===== config.mk =====
export PLATFORM = sky130hd
export DESIGN_NAME = systolic_ctrl
export DESIGN_NICKNAME = d
export VERILOG_FILES = /design/src/rtl/systolic_pkg.sv /design/src/rtl/systolic_feeder.sv /design/src/rtl/systolic_ctrl.sv
export SDC_FILE = /design/constraint.sdc
export NUM_CORES = 1
export LEC_CHECK = 0
export ABC_AREA = 1
export BUFFER_PORTS_ARGS = -buffer_cell sky130_fd_sc_hd__clkbuf_2
export CORE_UTILIZATION = 35
export DETAILED_ROUTE_END_ITERATION = 8
export GPL_TIMING_DRIVEN = 0
export PLACE_DENSITY = 0.56
export RECOVER_POWER = 50
export SETUP_SLACK_MARGIN = 0.4
export SLEW_MARGIN = 20
export SYNTH_ARGS = -nofsm -noshare
export SYNTH_HDL_FRONTEND = slang
export SYNTH_SLANG_ARGS = --single-unit

===== constraint.sdc =====
create_clock -name clk -period 13.62 [get_ports clk]
set_input_delay 2.043 -clock clk [delete_from_list [all_inputs] [get_ports clk]]
set_output_delay 2.043 -clock clk [all_outputs]
set_load 0.1 [all_outputs]

===== src/rtl/systolic_pkg.sv =====
// Shared definitions for the 3x3 systolic-array controller.
// Latency: n/a (types, constants and index helpers only).
// Backpressure: n/a.
package systolic_pkg;

    // Array dimension: the array is N x N.
    localparam int N = 3;

    // Width of the FEED-phase k index (counts 0..N-1).
    localparam int K_W = 2;

    typedef enum logic [2:0] {
        ST_IDLE  = 3'd0,
        ST_CLEAR = 3'd1,
        ST_FEED  = 3'd2,
        ST_DRAIN = 3'd3,
        ST_DONE  = 3'd4
    } state_e;

    // Element index of M[row][col] in a row-major packed N x N matrix.
    function automatic int mat_idx(input int row, input int col);
        return row * N + col;
    endfunction

endpackage


===== src/rtl/systolic_feeder.sv =====
// Holds the operands of the running job and muxes row/column k onto the array feeds.
// Latency: operands land one cycle after load; feeds follow k_idx combinationally.
// Backpressure: none; the controller decides when to load and when to feed.
module systolic_feeder
    import systolic_pkg::*;
#(
    parameter int DATA_W = 8
) (
    input  logic                  clk,
    input  logic                  rst,
    input  logic                  load,
    input  logic                  feed_en,
    input  logic [K_W-1:0]        k_idx,
    input  logic [9*DATA_W-1:0]   a_mat,
    input  logic [9*DATA_W-1:0]   b_mat,
    output logic [DATA_W-1:0]     a_row0,
    output logic [DATA_W-1:0]     a_row1,
    output logic [DATA_W-1:0]     a_row2,
    output logic [DATA_W-1:0]     b_col0,
    output logic [DATA_W-1:0]     b_col1,
    output logic [DATA_W-1:0]     b_col2
);

    logic [9*DATA_W-1:0] a_q, a_d;
    logic [9*DATA_W-1:0] b_q, b_d;
    logic [DATA_W-1:0]   a_row_w [N];
    logic [DATA_W-1:0]   b_col_w [N];

    // Capture operands only at job acceptance so later input changes cannot disturb the job.
    always_comb begin
        a_d = a_q;
        b_d = b_q;
        if (load) begin
            a_d = a_mat;
            b_d = b_mat;
        end
    end

    // Operand registers.
    always_ff @(posedge clk or posedge rst) begin
        if (rst) begin
            a_q <= '0;
            b_q <= '0;
        end else begin
            a_q <= a_d;
            b_q <= b_d;
        end
    end

    // Column k of A to the rows, row k of B to the columns; zeros outside FEED.
    always_comb begin
        for (int i = 0; i < N; i++) begin
            a_row_w[i] = '0;
            b_col_w[i] = '0;
        end
        if (feed_en && (int'(k_idx) < N)) begin
            for (int i = 0; i < N; i++) begin
                a_row_w[i] = a_q[DATA_W*mat_idx(i, int'(k_idx)) +: DATA_W];
                b_col_w[i] = b_q[DATA_W*mat_idx(int'(k_idx), i) +: DATA_W];
            end
        end
    end

    assign a_row0 = a_row_w[0];
    assign a_row1 = a_row_w[1];
    assign a_row2 = a_row_w[2];
    assign b_col0 = b_col_w[0];
    assign b_col1 = b_col_w[1];
    assign b_col2 = b_col_w[2];

endmodule


===== src/rtl/systolic_ctrl.sv =====
// Sequences one 3x3 matrix job through an external systolic array: clear, feed, drain, capture.
// Latency: 5+DRAIN_CYC cycles from start acceptance to the first res_valid cycle.
// Backpressure: start only accepted in IDLE; result held in DONE until res_ready.
module systolic_ctrl
    import systolic_pkg::*;
#(
    parameter int DATA_W    = 8,
    parameter int ACC_W     = 16,
    parameter int DRAIN_CYC = 7
) (
    input  logic                  clk,
    input  logic                  rst,
    input  logic                  start_valid,
    output logic                  start_ready,
    input  logic [9*DATA_W-1:0]   a_mat,
    input  logic [9*DATA_W-1:0]   b_mat,
    output logic                  arr_rst_n,
    output logic [DATA_W-1:0]     a_row0,
    output logic [DATA_W-1:0]     a_row1,
    output logic [DATA_W-1:0]     a_row2,
    output logic [DATA_W-1:0]     b_col0,
    output logic [DATA_W-1:0]     b_col1,
    output logic [DATA_W-1:0]     b_col2,
    input  logic [9*ACC_W-1:0]    arr_c,
    output logic                  res_valid,
    input  logic                  res_ready,
    output logic [9*ACC_W-1:0]    c_out,
    output logic                  busy
);

    localparam int DRN_W = (DRAIN_CYC > 1) ? $clog2(DRAIN_CYC) : 1;

    state_e               state_q, state_d;
    logic [K_W-1:0]       k_q, k_d;
    logic [DRN_W-1:0]     drain_q, drain_d;
    logic [9*ACC_W-1:0]   c_out_q, c_out_d;
    logic                 arr_rst_n_q, arr_rst_n_d;
    logic                 load;

    // Next-state, counters, operand load and result capture.
    always_comb begin
        state_d = state_q;
        k_d     = k_q;
        drain_d = drain_q;
        c_out_d = c_out_q;
        load    = 1'b0;
        unique case (state_q)
            ST_IDLE: begin
                if (start_valid) begin
                    load    = 1'b1;
                    state_d = ST_CLEAR;
                end
            end
            ST_CLEAR: begin
                state_d = ST_FEED;
                k_d     = '0;
            end
            ST_FEED: begin
                if (k_q == K_W'(N - 1)) begin
                    state_d = ST_DRAIN;
                    k_d     = '0;
                    drain_d = '0;
                end else begin
                    k_d = k_q + 1'b1;
                end
            end
            ST_DRAIN: begin
                if (drain_q == DRN_W'(DRAIN_CYC - 1)) begin
                    state_d = ST_DONE;
                    drain_d = '0;
                    c_out_d = arr_c;
                end else begin
                    drain_d = drain_q + 1'b1;
                end
            end
            ST_DONE: begin
                if (res_ready) begin
                    state_d = ST_IDLE;
                end
            end
            default: begin
                state_d = ST_IDLE;
            end
        endcase
        // Registered so the clear pulse lines up with CLEAR and rises on the first edge after reset.
        arr_rst_n_d = (state_d != ST_CLEAR);
    end

    // State, counters, result and array-clear registers.
    always_ff @(posedge clk or posedge rst) begin
        if (rst) begin
            state_q     <= ST_IDLE;
            k_q         <= '0;
            drain_q     <= '0;
            c_out_q     <= '0;
            arr_rst_n_q <= 1'b0;
        end else begin
            state_q     <= state_d;
            k_q         <= k_d;
            drain_q     <= drain_d;
            c_out_q     <= c_out_d;
            arr_rst_n_q <= arr_rst_n_d;
        end
    end

    systolic_feeder #(
        .DATA_W (DATA_W)
    ) u_feeder (
        .clk     (clk),
        .rst     (rst),
        .load    (load),
        .feed_en (state_q == ST_FEED),
        .k_idx   (k_q),
        .a_mat   (a_mat),
        .b_mat   (b_mat),
        .a_row0  (a_row0),
        .a_row1  (a_row1),
        .a_row2  (a_row2),
        .b_col0  (b_col0),
        .b_col1  (b_col1),
        .b_col2  (b_col2)
    );

    assign start_ready = (state_q == ST_IDLE);
    assign busy        = (state_q != ST_IDLE);
    assign res_valid   = (state_q == ST_DONE);
    assign c_out       = c_out_q;
    assign arr_rst_n   = arr_rst_n_q;

endmodule


==> reports/metrics.yaml <==
ys.flop_type: "dfrtp_1"
arrival_ns: 7.17
syn_area_per_cell_um2: 8.08
drtPass1Iterations: 5
grt_pass1_vias: 13100
drc: 0
hold_depth: 2
antenna_left: 0
fmax_mhz: 128
die_w_um: 199
grt_pass1_wl_um: 76100
antenna_found_initial: 3
crit_type: "in2async"
critPathSlowestCell: "clkbuf_1"
whs_ns: 0.465
synth_common_cells: "nand2_1 (489), dfrtp_1 (297), inv_1 (196)"
io_pins: 488
hp-start: "u_feeder.a_q[11]$_DFFE_PP0P_"
cts_buffers: 36
path_common_cell: "clkbuf_1"
track_usage_pct: 25.7
path_max_fanout: 97
synth_most_common_cell: "nand2_1"
finalCritPeriodShare_pct: 57.4
grt_max_degree: 98
async_flop_share_pct: 100
crit_chain: "clkbuf_1 -> clkinvlp_2 -> clkbuf_1"
insertion_delay_ns: 0.55
coreArea_mm2: 0.0378
clk_pin_slew_ns: 0.05
fin_util_pct: 47.1
fin_setup_tns_ns: 0
place_congestion: 0.914
postCtsHoldBufs: 0
fill_cells: 3922
final_max_slew_viol_count: 225
crit_path_end_kind: "asynchronous set/reset pin"
cts_setup_buffers: 0
finClkSkew_ns: 0.0147
relSlewSlack_pct: -257
min_path_type: "reg2reg"
num_rows: 71
fin_nets: 2499
cts.path.max_buffers: 3
clockRootBuffer: "clkbuf_16"
worstRegToRegCells: 9
start_kind: "input pin"
via_per_inst: 4.76
initial_core_util_pct: 35.7
drive_above_1_share_pct: 27.8
wl_per_cell_um: 18.3
tightest_slew_ns: 5.35
cts_tree: "built"
pre_cts_ws_ns: 8.34
synth_edf_count: 0
port_buffers: 487
synthesis.nets: 1971
whs_endpoint: "u_feeder.a_q[11]$_DFFE_PP0P_"
hpwl_um: 39200
yosys.area.top_type: "dfrtp_1"
die-height_um: 199
violations: "capacitance limit, slew limit"
netlist_instances: 1673
outcome: "finished with violations"
cap_violations: 3
rrSetupSlack_ns: 11.03
cts_resized: 0
drt-initial-drc-count: 659
die_area_mm2: 0.0394
yosys-top-cells-area: "dfrtp_1 (55%), nand2_1 (14%), nand3_1 (6.1%), inv_1 (5.4%), o21ai_0 (4.5%)"
syn_to_final_growth_pct: 31.9
required_ns: 12.97
ys_types: 31
max_stage_delay_ns: 3.81
via_count: 13000
cts_max_level: 2
regToRegEndpoint: "drain_q[0]$_DFFE_PP0P_"
syn_area_mm2: 0.0135
yosysTopAreaCellShare_pct: 55.0
multiInputGateArea_mm2: 0.00482
timing.final.crit_period_ns: 7.82
cts.sinks: 297
final.setup.worst_slack_ns: 5.80
seq_area_mm2: 0.00743
timing.rr.start: "k_q[0]$_DFFE_PP0P_"
overflow: 0
synth_seq_area_share_pct: 55.0
ys_seq_elements: 297
rsz0062_at_grt: "false"
hold_viol: 0
setup_violations: 0
synth_warnings: 0
wirelength_um: 50200
==> state kept, by name (all words and copies together), names as in the netlist <==
| signal | count |
|---|---|
| arr_rst_n | 1 |
| k_q | 2 |
| state_q | 3 |
| u_feeder.a_q | 72 |
| u_feeder.b_q | 72 |
| drain_q | 3 |
| c_out | 144 |
==> worst max-delay path, delay by kind of cell <==
kind,cells,cell delay (ns)
buf+inv,3,5.00
==> stage by stage <==
stage | instance area [µm²] | cells
floorplan | 13500 | 1673
global placement | 16600 | 2671
detailed placement | 16700 | 2674
CTS | 17900 | 2738
global route | 17800 | 2739
finish | 17800 | 2740
==> worst max path at each step <==
stage / start / cells past startpoint / to
2_1_floorplan: rst / 1 / arr_rst_n$_DFF_PP0_
3_3_place_gp: rst / 2 / u_feeder.b_q[36]$_DFFE_PP0P_
3_5_place_dp: k_q[0]$_DFFE_PP0P_ / 12 / b_col2[7]
4_1_cts: k_q[0]$_DFFE_PP0P_ / 12 / b_col2[7]
5_1_grt: rst / 3 / u_feeder.b_q[59]$_DFFE_PP0P_
6_report: rst / 3 / u_feeder.b_q[66]$_DFFE_PP0P_
==> routing by layer <==
metal | share of wire, % | global-route usage [%] | vias to the layer above
li1 | - | - | 6363
met1 | 40 | 31.1 | 6112
met2 | 49 | 44.2 | 465
met3 | 8.1 | 7.04 | 90
met4 | 2.8 | 7.81 | 4
met5 | 0.054 | 0 | -
==> cells by family after synthesis <==
logic type	after synthesis	share of synthesized area, %
buffers and inverters	312	9.36
AOI/OAI and AO/OA	318	12.5
xor gates and xnor gates	1	0.0648
adders and majority gates	6	0.555
and+or+nand+nor	739	22.5
DFF	297	55.0
==> final cells by class <==
class	instances	share of cell area, %
sequential	297	41.7
multi-input combinational	1064	27.0
timing repair buffer	490	13.8
clock buffer	49	5.89
inverter	201	4.25
tap	511	3.58
buffer	111	2.82
clock inverter	15	0.912
antenna	2	0.0281
==> cell usage in the layout, fill, tap and decap left out, drive strengths merged <==
cell type and instances:
inv 201, o21ai 186, nand3 166, or2 1, a21oi 99, clkinv 9, buf 65, a31oi 7
diode 2, a211oi 1, nor2 78, clkbuf 585, nor3 2, dfrtp 297, a22oi 1, xnor2 1
ha 6, nand2 491, nand4 1, o22ai 1, bufinv 3, a21boi 1, clkinvlp 3, o211ai 22
Power is left out: the tool's default activity adds up to more than one toggle a clock period on the data nets, which glitch-free logic cannot reach.
